File: config.mk
export PLATFORM = sky130hd
export DESIGN_NAME = biquad_mac_sequencer
export DESIGN_NICKNAME = d
export VERILOG_FILES = /design/src/rtl/biquad_pkg.sv /design/src/rtl/q4_28_to_q2_14_sat.sv /design/src/rtl/biquad_mac_sequencer.sv
export SDC_FILE = /design/constraint.sdc
export NUM_CORES = 1
export LEC_CHECK = 0
export ABC_AREA = 1
export BUFFER_PORTS_ARGS = -buffer_cell sky130_fd_sc_hd__buf_2
export CORE_MARGIN = 1.5
export CORE_UTILIZATION = 40
export DETAILED_ROUTE_END_ITERATION = 10
export GPL_ROUTABILITY_DRIVEN = 1
export PLACE_DENSITY_LB_ADDON = 0.1
export REMOVE_ABC_BUFFERS = 1
export SLEW_MARGIN = 30
export SYNTH_ARGS = -nofsm -noshare
export SYNTH_HDL_FRONTEND = slang
export SYNTH_SLANG_ARGS = --single-unit
File: constraint.sdc
create_clock -name clk -period 2 [get_ports clk]
set_input_delay 0.1 -clock clk [delete_from_list [all_inputs] [get_ports clk]]
set_output_delay 0.1 -clock clk [all_outputs]
set_load 0.01 [all_outputs]
File: src/rtl/biquad_pkg.sv
// Shared types and constants for the biquad sequencing datapath.
// Fixed-point formats: Q2.14 samples/coefficients, Q4.28 accumulator.
package biquad_pkg;

  typedef logic signed [15:0] q2_14_t;
  typedef logic signed [31:0] q4_28_t;

  typedef enum logic [2:0] {
    IDLE,
    CLEAR,
    ISSUE,
    DRAIN,
    OUTPUT
  } seq_state_e;

  localparam int NUM_TERMS = 5;
  localparam logic [31:0] ROUND_BIAS = 32'h2000;

  // Two's-complement negation that maps the most negative code to the most positive one.
  function automatic q2_14_t neg_sat(input q2_14_t v);
    if (v == 16'sh8000) begin
      return 16'sh7FFF;
    end
    return -v;
  endfunction

endpackage

File: src/rtl/q4_28_to_q2_14_sat.sv
// Combinational round-half-up and saturate from a Q4.28 accumulator to a Q2.14 sample.
module q4_28_to_q2_14_sat
  import biquad_pkg::*;
(
  input  logic [31:0] acc_i,
  output logic [15:0] sample_o
);

  // One guard bit so the rounding add can never wrap near full scale.
  logic [32:0] sum;
  logic        fits;
  logic        unused_low_bits;

  assign sum  = {acc_i[31], acc_i} + {1'b0, ROUND_BIAS};
  assign fits = (sum[32:29] == 4'b0000) || (sum[32:29] == 4'b1111);
  assign unused_low_bits = ^sum[13:0];

  always_comb begin
    sample_o = sum[29:14];
    if (!fits) begin
      sample_o = sum[32] ? 16'h8000 : 16'h7FFF;
    end
  end

endmodule

File: src/rtl/biquad_mac_sequencer.sv
// Direct-Form-I biquad controller: feeds five coefficient/sample products per input sample
// into an external MAC, then rounds the accumulated result and updates the x/y delay line.
module biquad_mac_sequencer
  import biquad_pkg::*;
#(
  parameter int MAC_LATENCY  = 2,
  parameter int CLEAR_CYCLES = 2
) (
  input  logic        clk,
  input  logic        reset,
  input  logic        sample_valid,
  input  logic [15:0] sample_in,
  input  logic [15:0] coef_b0,
  input  logic [15:0] coef_b1,
  input  logic [15:0] coef_b2,
  input  logic [15:0] coef_a1,
  input  logic [15:0] coef_a2,
  output logic        mac_rst,
  output logic        mac_ce,
  output logic [15:0] mac_a,
  output logic [15:0] mac_b,
  input  logic [31:0] mac_result,
  output logic [15:0] y_out,
  output logic        y_valid,
  output logic        busy,
  output logic        overrun
);

  localparam int CNT_W = 4;

  seq_state_e       state_q, state_d;
  logic [CNT_W-1:0] cnt_q, cnt_d;
  logic [2:0]       term_q, term_d;

  q2_14_t x_q, x1_q, x2_q, y1_q, y2_q;
  q2_14_t b0_q, b1_q, b2_q, a1_q, a2_q;
  q2_14_t y_out_q;
  logic   y_valid_q;
  logic   overrun_q;
  logic   accept;
  logic [15:0] y_new;

  assign accept = sample_valid && (state_q == IDLE);

  q4_28_to_q2_14_sat u_sat (
    .acc_i    (mac_result),
    .sample_o (y_new)
  );

  always_ff @(posedge clk) begin
    if (reset) begin
      state_q <= IDLE;
      cnt_q   <= '0;
      term_q  <= '0;
    end else begin
      state_q <= state_d;
      cnt_q   <= cnt_d;
      term_q  <= term_d;
    end
  end

  always_comb begin
    state_d = state_q;
    cnt_d   = cnt_q;
    term_d  = term_q;
    case (state_q)
      IDLE: begin
        if (sample_valid) begin
          state_d = CLEAR;
          cnt_d   = '0;
        end
      end
      CLEAR: begin
        if (cnt_q == CNT_W'(CLEAR_CYCLES - 1)) begin
          state_d = ISSUE;
          cnt_d   = '0;
          term_d  = '0;
        end else begin
          cnt_d = cnt_q + 1'b1;
        end
      end
      ISSUE: begin
        if (term_q == 3'(NUM_TERMS - 1)) begin
          state_d = DRAIN;
          cnt_d   = '0;
        end else begin
          term_d = term_q + 1'b1;
        end
      end
      DRAIN: begin
        if (cnt_q == CNT_W'(MAC_LATENCY - 1)) begin
          state_d = OUTPUT;
        end else begin
          cnt_d = cnt_q + 1'b1;
        end
      end
      OUTPUT: begin
        state_d = IDLE;
      end
      default: begin
        state_d = IDLE;
      end
    endcase
  end

  // Operand mux: feedback coefficients are negated so the MAC only ever adds.
  always_comb begin
    mac_a = '0;
    mac_b = '0;
    if (state_q == ISSUE) begin
      case (term_q)
        3'd0: begin mac_a = b0_q;          mac_b = x_q;  end
        3'd1: begin mac_a = b1_q;          mac_b = x1_q; end
        3'd2: begin mac_a = b2_q;          mac_b = x2_q; end
        3'd3: begin mac_a = neg_sat(a1_q); mac_b = y1_q; end
        3'd4: begin mac_a = neg_sat(a2_q); mac_b = y2_q; end
        default: begin mac_a = '0;         mac_b = '0;   end
      endcase
    end
  end

  always_ff @(posedge clk) begin
    if (reset) begin
      x_q       <= '0;
      x1_q      <= '0;
      x2_q      <= '0;
      y1_q      <= '0;
      y2_q      <= '0;
      b0_q      <= '0;
      b1_q      <= '0;
      b2_q      <= '0;
      a1_q      <= '0;
      a2_q      <= '0;
      y_out_q   <= '0;
      y_valid_q <= 1'b0;
      overrun_q <= 1'b0;
    end else begin
      y_valid_q <= (state_q == OUTPUT);
      if (accept) begin
        x_q  <= sample_in;
        b0_q <= coef_b0;
        b1_q <= coef_b1;
        b2_q <= coef_b2;
        a1_q <= coef_a1;
        a2_q <= coef_a2;
      end
      if (sample_valid && (state_q != IDLE)) begin
        overrun_q <= 1'b1;
      end
      if (state_q == OUTPUT) begin
        y_out_q <= y_new;
        y1_q    <= y_new;
        y2_q    <= y1_q;
        x1_q    <= x_q;
        x2_q    <= x1_q;
      end
    end
  end

  // The MAC is held in clear throughout reset as well as during CLEAR.
  assign mac_rst = ~reset && (state_q != CLEAR);
  assign mac_ce  = (state_q == ISSUE);
  assign y_out   = y_out_q;
  assign y_valid = y_valid_q;
  assign busy    = (state_q != IDLE);
  assign overrun = overrun_q;

endmodule

# Word level (Yosys, flattened, before mapping)
# Cells that the tools add are included.
# word_totals
elab_cells	82
output_inout_bits	53
input_bits	131
regBits	172
# op_classes
reduce_logical	13
bitwise_logic	1
n_mux	29
add_sub_neg	5
n_eq_ne	19
# ops
cell	count
case mux 16 bit (5 select lines)	2
two-way mux 16 bit	8
adder 32 x 15 -> 33 bit, second input constant	1
equality test 16 bit, second input constant	2
negation 16 bit	2
two-way mux 3 bit	6
two-way mux 4 bit	4
case mux 4 bit (4 select lines)	1
equality test 3 x 2 -> 1 bit, second input constant	4
case mux 3 bit (4 select lines)	1
!= test 2 bit, second input constant	5
AND reduction 4 bit	2
equality test 3 x 1 -> 1 bit, second input constant	2
equality test 3 bit, second input constant	2
logical NOT 3 bit	2
two-way mux 1 bit	6
case mux 3 bit (2 select lines)	1
adder 4 x 1 -> 4 bit, second input constant	1
equality test 4 x 1 -> 1 bit, second input constant	1
equality test 4 bit, second input constant	1
logical NOT 4 bit	1
nonzero test 4 bit	1
adder 3 x 1 -> 3 bit, second input constant	1
logical AND 1 bit	3
other kinds (7)	7

# Depth between registers and ports, before layout
# depth
word_depth	7
depth_mapped	15
ltp_nobuf	14

# Modules after synthesis
# Synthesis repeated with hierarchy kept, for this count alone.
# unflattened
cells_unflattened	1275
hier_area_um2	8822.2
# modules_own_cells
module	area_per_inst_um2	seq_area_each_um2	instances	cells_per_inst
biquad_mac_sequencer	8156.6	3443.3	1	1147
q4_28_to_q2_14_sat	665.6	0.0	1	128

# Worst setup path after synthesis
# Ideal clock, no wire load.
# synth_path
kind	reg-to-output
startpoint	register a1_q[0]
endpoint	output port mac_a[8]
stages_incl_launch_ff	16
required_ns	1.900
arrival_time_ns	1.712
path_buffers	1
slack_ns	0.188
path_cell_list	dfxtp_1 inv_1 ha_1 inv_1 nor2_2 nand2_1 nor2_1 nand2_1 nor2_2 nand3_1 buf_2 o21ai_0 nand2_1 nand3_1 nand2_1 inv_1
# synth_via
elab_chain_cells	7
word_cells_on_any_way	8
cone_classes	add/sub (1); eq/ne (1); mux (6)
# synth_rtl
item	line_no	rtl
start, declared	biquad_mac_sequencer.sv:36	q2_14_t b0_q, b1_q, b2_q, a1_q, a2_q;
start signal, assigned	biquad_mac_sequencer.sv:144	a1_q <= coef_a1;
parallel branches: the longest is 4 deep, another holds negation 16 bit	-	
two-way mux 16 bit (*)	biquad_pkg.sv:24	return -v;
case mux 16 bit (5 select lines) (*)	biquad_mac_sequencer.sv:111	case (term_q)
two-way mux 16 bit (*)	biquad_mac_sequencer.sv:110	if (state_q == ISSUE) begin
end, declared	biquad_mac_sequencer.sv:20	output logic [15:0] mac_a,
# Mark *: on every way between the ends. The select of a mux whose other input is x is not followed.

# Worst setup path after layout
# layout_path
startpoint	register a1_q[0]
endpoint	output port mac_a[12]
# Same word-level chain as after synthesis.

==> summary.txt <==
Status
  – Status: complete, but fails checks
  – Violated checks: negative setup slack

Logic synthesis
  – Post-synth EDFFs: 0
  – Area leader, netlist: dfxtp_1
  – Synth Area per Inst: 7.09 µm²
  – Syn Inst Count: 1223
  – Main combinational cell family by area after synthesis: compound AO/OA/AOI/OAI gates
  – Yosys warning count: 0
  – Ys async rst share: 0%
  – Top post-synthesis cells by area: dfxtp_1 40%, o21ai_0 10%, a21oi_1 9.8%, inv_1 7.5%, nand2_1 6.1%
  – Post-Synth XOR/XNOR Area: 2.61%
  – Yosys reg bits: 172
  – Seq/Total Area, Yosys: 39.7%
  – Simple-Gate Fraction of Synth Area: 19.3%
  – Post-Syn Area: 0.00867 mm²
  – Synth Area in Adders: 1.44%
  – Main synth FF type: dfxtp_1
  – Post-synth top area share: 39.7%
  – Mux cell area share after synthesis: 0%
  – Compound-Gate Fraction of Synth Area: 25.3%
  – Synth cell types: 45

Timing
  – Post-route clock period utilization: 115%
  – Hold Fails Final Rpt: 0
  – Minimum hold slack: 0.00768 ns
  – Fmax: 0.434 GHz
  – Worst Tran Pin Value: 0.882 ns
  – Slew HR: 41.1%
  – Layout Skew: 0.0148 ns
  – Max-slew violations: 0
  – Final min period: 2.30 ns
  – Worst Setup Slack, final: -0.304 ns
  – RSZ-0062 raised after global routing: true
  – Final setup violation count: 27

Placed design
  – HPWL Detailed: 16.8 mm
  – Cell area after placement: 0.0100 mm²
  – Setup WS pre-CTS: -0.0329 ns
  – Placed Cells: 1638
  – Gp weighted congestion: 0.885
  – Port Buffers: 170

Die
  – Starting density of the core: 41.0%
  – IO Pins: 184
  – Die width: 150 µm
  – Core box area: 0.0212 mm²
  – Die area: 0.0226 mm²
  – Chip Height: 150 µm
  – FP Rows: 53

Clocking
  – Clock sink total: 172
  – Reg clk slew, reported paths: 0.07 ns
  – Root buffer cell: clkbuf_16
  – TritonCTS Buffers: 17
  – CTS tree: built
  – Clk buf depth: 2
  – CTS H-tree depth: 4
  – Clock Latency Late Sink: 0.43 ns

Global route
  – Initial antenna violation count: 0
  – Tot GR Track Use: 23.2%
  – First-pass GRT wire length: 41.1 mm
  – Vias in the first global route: 8144
  – GRT overflow: 0
  – Largest net degree at the start of global routing: 106

Final layout
  – Antenna diodes: 0
  – Most common cell after layout, fill and taps aside: buf_2
  – Design area: 0.0126 mm²
  – P&R area growth vs syn: 44.8%
  – Non-filler cells, final: 1791
  – Most frequent cells in the layout: 169 x buf_2, 167 x a21oi_1, 165 x dfxtp_1, 160 x inv_1, 149 x o21ai_0
  – Share of layout cells above drive strength 1: 29.0%
  – Net count, final: 1644

Critical path
  – Arr. time, crit path: 2.20 ns
  – Critical path data required time: 1.90 ns
  – Critical path type: flip-flop to output port
  – Worst R2R Setup Slack: 0.14 ns
  – Crit start category: flip-flop
  – Worst setup EP type: output port
  – Critical path peak fanout: 4

Flow run
  – Max cap viols: 0

Drt
  – Avg WL per Cell: 14.8 µm
  – Via density: 4.96
  – Drt total wl: 26.5 mm
  – Pre-antenna DRT Iters: 5
  – Initial drt markers: 442
  – DRC: 0
  – Final ANT Viol Nets: 0
  – Vias: 8878

Pwr
  – Worst vdd ir: 0.000587 V
  – Leak: 5.46 nW
  – PD cells: 1050 mW/mm²

Worst hold path
  – Worst Hold Class: input pin to flip-flop
-- final cells by class --
class / instances / area [µm²]
timing repair inverter: 1 / 7.51
inverter: 179 / 708
sequential: 172 / 3460
clock inverter: 14 / 153
multi-input combinational: 799 / 4800
tap: 275 / 344
clock buffer: 18 / 439
fill: 1984 / 8600
timing repair buffer: 333 / 2650
-- kinds of logic (layout without fill, tap and decap cells) --
family / after synthesis / in the layout
and+or+nand+nor: 351 / 351
AOI/OAI and AO/OA: 413 / 413
DFF: 172 / 172
xor gates and xnor gates: 25 / 25
adders and majority gates: 10 / 10
buffers and inverters: 252 / 545
-- synthesized netlist by cell type, types with 12 or more instances --
library cell and n:
inv_1 173, a31oi_1 12, nand2_1 140, a21oi_1 169, o21ai_0 180, dfxtp_1 172, nand3_2 12, nand3_1 53
xor2_1 16, nand2_2 13, clkbuf_1 53, nor2_1 96, o22ai_1 24
-- routing by layer --
layer | global-route usage (%) | share of wire, %
met1 | 30.8 | 47
met2 | 39.3 | 47
met3 | 3.88 | 4.7
met4 | 5.00 | 0.81
met5 | 0 | 0
-- power by group --
part	leakage [nW]	internal, W	switching, W	total (W)
Sequential	1.41	0.00406	0.000337	0.00440
Clock	0.290	0.00181	0.00156	0.00336
Combinational	3.76	0.00230	0.00308	0.00538
Total	5.46	0.00817	0.00497	0.0131
-- through the flow --
| step | power, W | TNS [ns] | utilization [%] |
|---|---|---|---|
| floorplan | 0.00646 | -387.89 | - |
| global placement | 0.00854 | 0 | 47.3 |
| detailed placement | 0.00857 | -0.0799 | 47.3 |
| CTS | 0.0127 | -6.30 | 57.0 |
| global route | 0.0140 | -8.37 | 59.4 |
| finish | 0.0131 | -4.80 | 59.4 |
-- final timing paths --
check | from | cells past startpoint | endpoint
max | a1_q[0] | 16 | mac_a[12]
min | coef_b0[6] | 3 | b0_q[6]
min reg2reg | b1_q[0] | 2 | b1_q[0]
max reg2reg | term_q[0] | 10 | cnt_q[3]
-- repair_timing --
action	in CTS	in global routing
pin swaps	39	48
gates cloned	4	3
setup buffers	14	9
gates resized for setup	117	95
hold endpoints to repair	92	0
hold buffers	92	0
setup endpoints to repair	32	32
-- registers in the layout (all words and copies together) (netlist names), 16 cells and up --
name   cells
b0_q      16
x2_q      16
x_q       16
b2_q      16
b1_q      16
a1_q      16
y_out     16
y2_q      16
a2_q      16
x1_q      16
-- critical path: stages (launching register included) --
cell and delay (ns):
dfxtp_2 0.33, inv_2 0.07, ha_4 0.14, inv_2 0.04, nor2_4 0.09, nand2_2 0.08, nor2_4 0.10, nand2_2 0.08
nor2_4 0.13, buf_6 0.13, nand3_2 0.06, a21oi_2 0.13, nand2_1 0.06, nand2_1 0.06, nor2_1 0.04, nor2_1 0.10
buf_2 0.14
No activity file was read; power rests on OpenSTA's default activity.
